### src/rtl/hilo_md_sched_pkg.sv
`default_nettype none
// ============================================================================
//  Module      : hilo_md_sched_pkg
//  Description : Shared types and constants for the HI/LO multiply/divide
//                scheduler (operation encoding, FSM states, divider constants,
//                sign helpers).
//  Revision    : 1.0 - initial release
// ============================================================================
package hilo_md_sched_pkg;

  // One-hot HI/LO operation; field order matches the req_op bit order
  // {mult, multu, div, divu, mfhi, mflo, mthi, mtlo} with mult as bit 7.
  typedef struct packed {
    logic mult;
    logic multu;
    logic div;
    logic divu;
    logic mfhi;
    logic mflo;
    logic mthi;
    logic mtlo;
  } md_op_t;

  typedef enum logic [1:0] {
    ST_IDLE = 2'd0,
    ST_MUL  = 2'd1,
    ST_DIV  = 2'd2,
    ST_DONE = 2'd3
  } md_state_t;

  localparam int          MD_DIV_ITER     = 32;
  localparam int          MD_CNT_W        = 5;
  localparam logic [31:0] DIV_BY_ZERO_QUO = 32'hFFFF_FFFF;

  // Magnitude of a 32-bit operand; only negative signed values are flipped.
  function automatic logic [31:0] md_abs(input logic [31:0] v, input logic is_signed);
    return (is_signed && v[31]) ? (~v + 32'd1) : v;
  endfunction

  // Conditional two's-complement negation used by the divide sign fix-up.
  function automatic logic [31:0] md_neg_if(input logic [31:0] v, input logic neg);
    return neg ? (~v + 32'd1) : v;
  endfunction

endpackage
`default_nettype wire

### src/rtl/md_div_step.sv
`default_nettype none
// ============================================================================
//  Module      : md_div_step
//  Description : One combinational restoring-division step. The quotient
//                register initially holds the dividend; each step shifts one
//                dividend bit into the remainder, trial-subtracts the divisor
//                and shifts the resulting quotient bit in from the right.
//  Revision    : 1.0 - initial release
// ============================================================================
module md_div_step (
  input  logic [31:0] rem_i,
  input  logic [31:0] quo_i,
  input  logic [31:0] dvs_i,
  output logic [31:0] rem_o,
  output logic [31:0] quo_o
);

  logic [32:0] w_shift;
  logic [32:0] w_trial;

  // Remainder stays below the divisor, so 33 bits hold the shifted value and
  // bit 32 of the trial difference is a clean borrow flag. A zero divisor
  // never borrows, giving an all-ones quotient and remainder == dividend.
  always_comb begin
    w_shift = {rem_i, quo_i[31]};
    w_trial = w_shift - {1'b0, dvs_i};
    if (!w_trial[32]) begin
      rem_o = w_trial[31:0];
      quo_o = {quo_i[30:0], 1'b1};
    end else begin
      rem_o = w_shift[31:0];
      quo_o = {quo_i[30:0], 1'b0};
    end
  end

endmodule
`default_nettype wire

### src/rtl/hilo_md_sched.sv
`default_nettype none
// ============================================================================
//  Module      : hilo_md_sched
//  Description : HI/LO multiply/divide sequencer for the EXE stage. Runs a
//                MUL_LAT-deep multiplier and a 32-step restoring divider,
//                owns HI/LO and commits them when the instruction leaves EXE
//                without flush or write-disable.
//                Optional build macro MD_DIV_EARLY_EN: divides by zero or
//                with |dividend| < |divisor| finish after one cycle.
//  Revision    : 1.0 - initial release
// ============================================================================
module hilo_md_sched
  import hilo_md_sched_pkg::*;
#(
  parameter int MUL_LAT  = 2,
  parameter int DIV_ITER = MD_DIV_ITER
) (
  input  logic        clk,
  input  logic        resetn,
  input  logic        req_valid,
  input  logic [7:0]  req_op,
  input  logic [31:0] src1,
  input  logic [31:0] src2,
  input  logic        out_allowin,
  input  logic        wr_disable,
  input  logic        flush,
  output logic        req_ready,
  output logic [31:0] result,
  output logic        busy,
  output logic [31:0] hi_q,
  output logic [31:0] lo_q
);

  md_state_t            state_q, state_d;
  logic [MD_CNT_W-1:0]  cnt_q, cnt_d;

  md_op_t               w_op;
  logic                 w_is_mul, w_is_div, w_single;
  logic                 w_accept_mul, w_accept_div, w_commit, w_mt_en;
  logic [31:0]          w_abs1, w_abs2;
  logic                 w_div_early;

  // Multiplier operands and pipelined product chain
  logic [31:0]          a_q, b_q;
  logic                 sgn_q;
  logic [63:0]          w_ea, w_eb, w_prod;
  logic [63:0]          prod_q [MUL_LAT];

  // Divider state
  logic [31:0]          rem_q, quo_q, dvs_q;
  logic                 negq_q, negr_q, early_q, is_mul_q;
  logic [31:0]          w_rem_nx, w_quo_nx, w_rem_fix, w_quo_fix;

  assign w_op     = md_op_t'(req_op);
  assign w_is_mul = w_op.mult | w_op.multu;
  assign w_is_div = w_op.div  | w_op.divu;
  assign w_single = req_valid && !w_is_mul && !w_is_div &&
                    (w_op.mfhi | w_op.mflo | w_op.mthi | w_op.mtlo);
  assign w_abs1   = md_abs(src1, w_op.div);
  assign w_abs2   = md_abs(src2, w_op.div);
  assign busy     = (state_q != ST_IDLE);

`ifdef MD_DIV_EARLY_EN
  assign w_div_early = (src2 == 32'd0) || (w_abs1 < w_abs2);
`else
  assign w_div_early = 1'b0;
`endif

  // MT* writes happen on the edge where EXE advances the instruction
  assign w_mt_en = (state_q == ST_IDLE) && w_single && out_allowin &&
                   !wr_disable && !flush;

  // MF* read data is presented combinationally while the request is held
  assign result = (state_q == ST_IDLE && w_single) ?
                  (w_op.mfhi ? hi_q : (w_op.mflo ? lo_q : 32'd0)) : 32'd0;

  // State and iteration counter register
  always_ff @(posedge clk or negedge resetn) begin
    if (!resetn) begin
      state_q <= ST_IDLE;
      cnt_q   <= '0;
    end else begin
      state_q <= state_d;
      cnt_q   <= cnt_d;
    end
  end

  // Next-state, handshake and commit decode; flush overrides everything
  always_comb begin
    state_d      = state_q;
    cnt_d        = cnt_q;
    w_accept_mul = 1'b0;
    w_accept_div = 1'b0;
    w_commit     = 1'b0;
    req_ready    = 1'b0;
    case (state_q)
      ST_IDLE: begin
        req_ready = w_single;
        if (req_valid && !flush) begin
          if (w_is_mul) begin
            w_accept_mul = 1'b1;
            state_d      = ST_MUL;
            cnt_d        = MD_CNT_W'(MUL_LAT - 1);
          end else if (w_is_div) begin
            w_accept_div = 1'b1;
            state_d      = ST_DIV;
            cnt_d        = w_div_early ? '0 : MD_CNT_W'(DIV_ITER - 1);
          end
        end
      end
      ST_MUL, ST_DIV: begin
        if (cnt_q == '0) state_d = ST_DONE;
        else             cnt_d   = cnt_q - 1'b1;
      end
      ST_DONE: begin
        req_ready = 1'b1;
        if (out_allowin) begin
          state_d  = ST_IDLE;
          w_commit = !wr_disable && !flush;
        end
      end
      default: state_d = ST_IDLE;
    endcase
    if (flush) begin
      state_d = ST_IDLE;
      cnt_d   = '0;
    end
  end

  // Two's-complement wrap of the sign-extended operands yields the correct
  // low 64 bits for both signed and unsigned products.
  assign w_ea   = {{32{sgn_q & a_q[31]}}, a_q};
  assign w_eb   = {{32{sgn_q & b_q[31]}}, b_q};
  assign w_prod = w_ea * w_eb;

  // Multiplier operand capture at acceptance; later operand changes ignored
  always_ff @(posedge clk or negedge resetn) begin
    if (!resetn) begin
      a_q   <= '0;
      b_q   <= '0;
      sgn_q <= 1'b0;
    end else if (w_accept_mul) begin
      a_q   <= src1;
      b_q   <= src2;
      sgn_q <= w_op.mult;
    end
  end

  // Product pipeline; operands stay frozen until the next accept, so the
  // tail stage remains valid while DONE waits for EXE.
  always_ff @(posedge clk or negedge resetn) begin
    if (!resetn) begin
      for (int i = 0; i < MUL_LAT; i++) prod_q[i] <= '0;
    end else begin
      prod_q[0] <= w_prod;
      for (int i = 1; i < MUL_LAT; i++) prod_q[i] <= prod_q[i-1];
    end
  end

  md_div_step u_div_step (
    .rem_i (rem_q),
    .quo_i (quo_q),
    .dvs_i (dvs_q),
    .rem_o (w_rem_nx),
    .quo_o (w_quo_nx)
  );

  // Divider load at acceptance, then one restoring step per DIV cycle
  always_ff @(posedge clk or negedge resetn) begin
    if (!resetn) begin
      rem_q    <= '0;
      quo_q    <= '0;
      dvs_q    <= '0;
      negq_q   <= 1'b0;
      negr_q   <= 1'b0;
      early_q  <= 1'b0;
      is_mul_q <= 1'b0;
    end else if (w_accept_mul) begin
      is_mul_q <= 1'b1;
    end else if (w_accept_div) begin
      is_mul_q <= 1'b0;
      dvs_q    <= w_abs2;
      negq_q   <= w_op.div & (src1[31] ^ src2[31]);
      negr_q   <= w_op.div & src1[31];
      early_q  <= w_div_early;
      if (w_div_early) begin
        // Final unsigned result is known up front: remainder is |dividend|
        rem_q <= w_abs1;
        quo_q <= (src2 == 32'd0) ? DIV_BY_ZERO_QUO : 32'd0;
      end else begin
        rem_q <= 32'd0;
        quo_q <= w_abs1;
      end
    end else if (state_q == ST_DIV && !early_q) begin
      rem_q <= w_rem_nx;
      quo_q <= w_quo_nx;
    end
  end

  assign w_quo_fix = md_neg_if(quo_q, negq_q);
  assign w_rem_fix = md_neg_if(rem_q, negr_q);

  // HI/LO architectural registers: DONE commit or MT* write
  always_ff @(posedge clk or negedge resetn) begin
    if (!resetn) begin
      hi_q <= '0;
      lo_q <= '0;
    end else if (w_commit) begin
      hi_q <= is_mul_q ? prod_q[MUL_LAT-1][63:32] : w_rem_fix;
      lo_q <= is_mul_q ? prod_q[MUL_LAT-1][31:0]  : w_quo_fix;
    end else if (w_mt_en) begin
      if (w_op.mthi) hi_q <= src1;
      if (w_op.mtlo) lo_q <= src1;
    end
  end

endmodule
`default_nettype wire

### config.mk
export PLATFORM = sky130hd
export DESIGN_NAME = hilo_md_sched
export DESIGN_NICKNAME = d
export VERILOG_FILES = /design/src/rtl/hilo_md_sched_pkg.sv /design/src/rtl/md_div_step.sv /design/src/rtl/hilo_md_sched.sv
export SDC_FILE = /design/constraint.sdc
export NUM_CORES = 2
export LEC_CHECK = 0
export ABC_AREA = 1
export CAP_MARGIN = 25
export CELL_PAD_IN_SITES_DETAIL_PLACEMENT = 0
export CELL_PAD_IN_SITES_GLOBAL_PLACEMENT = 1
export CORE_UTILIZATION = 44
export DETAILED_ROUTE_END_ITERATION = 10
export GPL_ROUTABILITY_DRIVEN = 0
export PLACE_DENSITY = 0.82
export SLEW_MARGIN = 10
export SYNTH_ARGS = -nofsm -noshare
export SYNTH_HDL_FRONTEND = slang
export SYNTH_HIERARCHICAL = 1
export SYNTH_SLANG_ARGS = --single-unit
### constraint.sdc
create_clock -name clk -period 7.6 [get_ports clk]
set_input_delay 2.28 -clock clk [delete_from_list [all_inputs] [get_ports clk]]
set_output_delay 2.28 -clock clk [all_outputs]
set_load 0.02 [all_outputs]
==> results.toml <==
[status]
outcome = "completed"

[sta]
drv_slew = 0
max_clock_freq_mhz = 134
whs_ps = 328
hold_viol = 0
setup_violations = 0
fin_setup_tns_ps = 0
period_needed_ps = 7480
skew_ps = 30.7
fin_crit_sh_pct = 98.5
worst-slew-pin-transition_ps = 1080
maxSlewHeadroom_pct = 28.0

[global_routing]
grt.total_usage_pct = 28.6
grt_pass1_wl_um = 309000
use_met1_pct = 36.5
use_met2_pct = 48.7
grt_max_degree = 156
use_met3_pct = 4.11
grt_pass1_vias = 52600
antenna_found_initial = 4
grt_remaining_overflow = 0
grt-busiest-layer = "met2"

[critical_path]
r2r-start = "a_q[21]"
critPathBufInv = 6
r2r_slack_ps = 120
cp.depth = 21
cp.arrival_ps = 7920
critPathMaxFanout = 13
crit_end = "prod_q[92]"
start_kind = "register"
critPathRequiredTime_ps = 8040
cp_top_family = "adder cells"
slowest_stage = "dfrtp_1"
path_class = "register to register"
max_stage_delay_ps = 620
cp_cell_sequence = "buf_4 -> nand2_1 -> fa_1 -> inv_1 -> fa_1 -> fa_1 -> inv_1 -> fa_1 -> inv_1 -> fa_1 -> fa_1 -> fa_1 -> inv_1 -> fa_1 -> inv_1 -> ha_1 -> a21oi_1 -> o21ai_0 -> a21oi_1 -> nand3_1 -> xor2_1"
reg2reg_depth = 21
critPathCaptureType = "register"
crit_start = "a_q[21]"
crit_top_cell = "fa_1"
rr_endpoint = "prod_q[92]"

[synth]
ys_top_cells_by_count = "nand2_1 (2166), inv_1 (1959), fa_1 (1126)"
synthAdderAreaFrac_pct = 41.9
synth_area_leader_cell = "fa_1"
syn-cell-area_mm2 = 0.0614
synth.most_common_cell = "nand2_1"
synth_mux_area_share_pct = 0.0734
ys_seq_area_share_pct = 14.8
synth_simple_gate_area_share_pct = 21.1
synth_flop_cell = "dfrtp_1"
synth_top_area_share_pct = 36.7
synth_cells = 8043
synth_nets = 9500
synth.area.top_cells = "fa_1 (37%), dfrtp_1 (15%), nand2_1 (13%)"
post_synth.cell_area_avg_um2 = 7.63
synth_xor_area_share_pct = 1.28
synth_top_family_by_area = "adder cells"
synth_cell_type_count = 56
ys.warnings.count = 6
synth_seq_cells = 363
async_reset_ff_share_pct = 100
synth_edf_count = 0
synth_compound_area_share_pct = 5.89

[floorplan]
pin_count = 176
start_util_pct = 44.5
rows = 136
die_h_um = 375
core_area_mm2 = 0.138
dieArea_mm2 = 0.141
die_w_um = 375

[cells_and_area]
final_cells = 9978
multi_input_area_mm2 = 0.0432
layout-drive-gt1-share_pct = 5.46
register_area_mm2 = 0.00910
insertedDiodeCount = 0
n_fill_cell = 13600
nets = 9539
final_cell_area_mm2 = 0.0674
syn2layout_area_growth_pct = 9.81

[placement]
portBuffers = 175
hpwl_um = 167000
dp_cells = 9894
place_area_mm2 = 0.0657

[route]
finalWirelength_um = 200000
wl_per_cell_um = 20.0
drtPass1Iterations = 6
postRouteAntennaNets = 0
first_iter_violations = 4275
vias = 51500
drcViolationCount = 0
viasPerCell = 5.16

[clocking]
cts_max_path_buffers = 3
clkTransAtPathRegs_ps = 70
clockRootBuffer = "clkbuf_16"
hold_buffers = 0
clock_latency_ps = 630
cts_tree = "yes"
cts_made_buffers = 44
h-tree-depth = 2
cts.sinks = 363

[min_path]
hold_path_class = "register to register"

[job]
cap_violations = 0
per-stage QoR:
stage	setup WS (ps)	util, %
after floorplan	97.1	-
after global placement	56.7	47.6
after detailed placement	74.8	47.6
after CTS	17.1	48.7
after global routing	-21.3	48.8
final	117	48.8
what timing repair did:
item	CTS	global route
gates resized for setup	0	44
endpoints found under the setup margin	0	29
buffers inserted	0	3
routing by layer:
metal  routed length [um]  up-vias  share of wire (%)
met1                78600    25800                 39
li1                     -    23400                  -
met5                   34        -              0.017
met2                97900     1838                 49
met4                 9470        4                4.7
met3                13500      422                6.8
state kept, by name (all words and copies together) (netlist names):
name / count
b_q: 32
cnt_q: 5
dvs_q: 32
negr_q: 1
quo_q: 32
sgn_q: 1
hi_q: 32
prod_q: 128
rem_q: 32
lo_q: 32
is_mul_q: 1
negq_q: 1
a_q: 32
state_q: 2
logic make-up (layout without fill, tap and decap cells):
family          count (synthesis)  in the layout
compound gates                614            614
xor+xnor                       90             90
fa+ha+maj                    1379           1379
buf+inv                      2375           2447
flops                         363            363
mux                             4              4
simple gates                 3218           3218
worst min-delay path by stage:
stage                             to       start  cells after the start  slack, ps
after floorplan            prod_q[0]  prod_q[64]                      0        330
after global placement     prod_q[1]  prod_q[65]                      0        330
after detailed placement  prod_q[16]  prod_q[80]                      0        330
after CTS                  prod_q[4]  prod_q[68]                      0        340
after global routing       prod_q[4]  prod_q[68]                      0        350
final                      prod_q[4]  prod_q[68]                      0        330
placed cells by master (no fill, tap or decap), types with 7 or more instances in the layout:
cell type        Yosys  routed
a21boi_1            21      22
inv_2               10      10
inv_1             1959    1956
o21bai_1            17      17
or2_1               12      12
nand2_1           2166    2163
o221ai_1            13      13
clkinvlp_4           0       9
xnor2_1             10      10
a2bb2oi_2           11      11
clkbuf_8             0       7
a22oi_1             34      34
buf_12               1      27
a21oi_1            157     154
nor3_1              36      32
nand3b_1             7       7
nand3_1            290     289
o211ai_1            20      20
dfrtp_1            363     353
buf_4               37     191
nor2_2               4      12
dfrtp_2              0      10
o21ai_0            248     245
o21a_1               7       7
clkdlybuf4s50_1      0     174
nor2_1             572     563
fa_1              1126    1123
nor3_2               4       8
ha_1               253     248
nand4_1             51      51
nand2_2             26      28
clkbuf_16            0      44
xor2_1              80      80
o22ai_1             10      10
o21ai_1             35      38
a31oi_1             14      14
a2bb2oi_1           10      10
or2_2               26      26
worst reg2reg max path, cell delays in order (launching register included):
cell	delay (ps)
dfrtp_1	620
buf_4	310
nand2_1	110
fa_1	530
inv_1	50
fa_1	480
fa_1	520
inv_1	50
fa_1	470
inv_1	50
fa_1	490
fa_1	500
fa_1	490
inv_1	50
fa_1	520
inv_1	60
ha_1	390
a21oi_1	230
o21ai_0	210
a21oi_1	330
nand3_1	330
xor2_1	530
cell type report:
type                    count  area share [%]
multi-input cells        5305            64.1
flip-flops and latches    363            13.5
inverters                1971            11.0
repair buffers            396            5.59
well taps                1863            3.46
clock buffers              55            1.80
clock inverters            24           0.511
repair inverters            1          0.0111
Power is not shown: default switching activity piles up to over one toggle a cycle in this logic, so the estimate is an artifact.
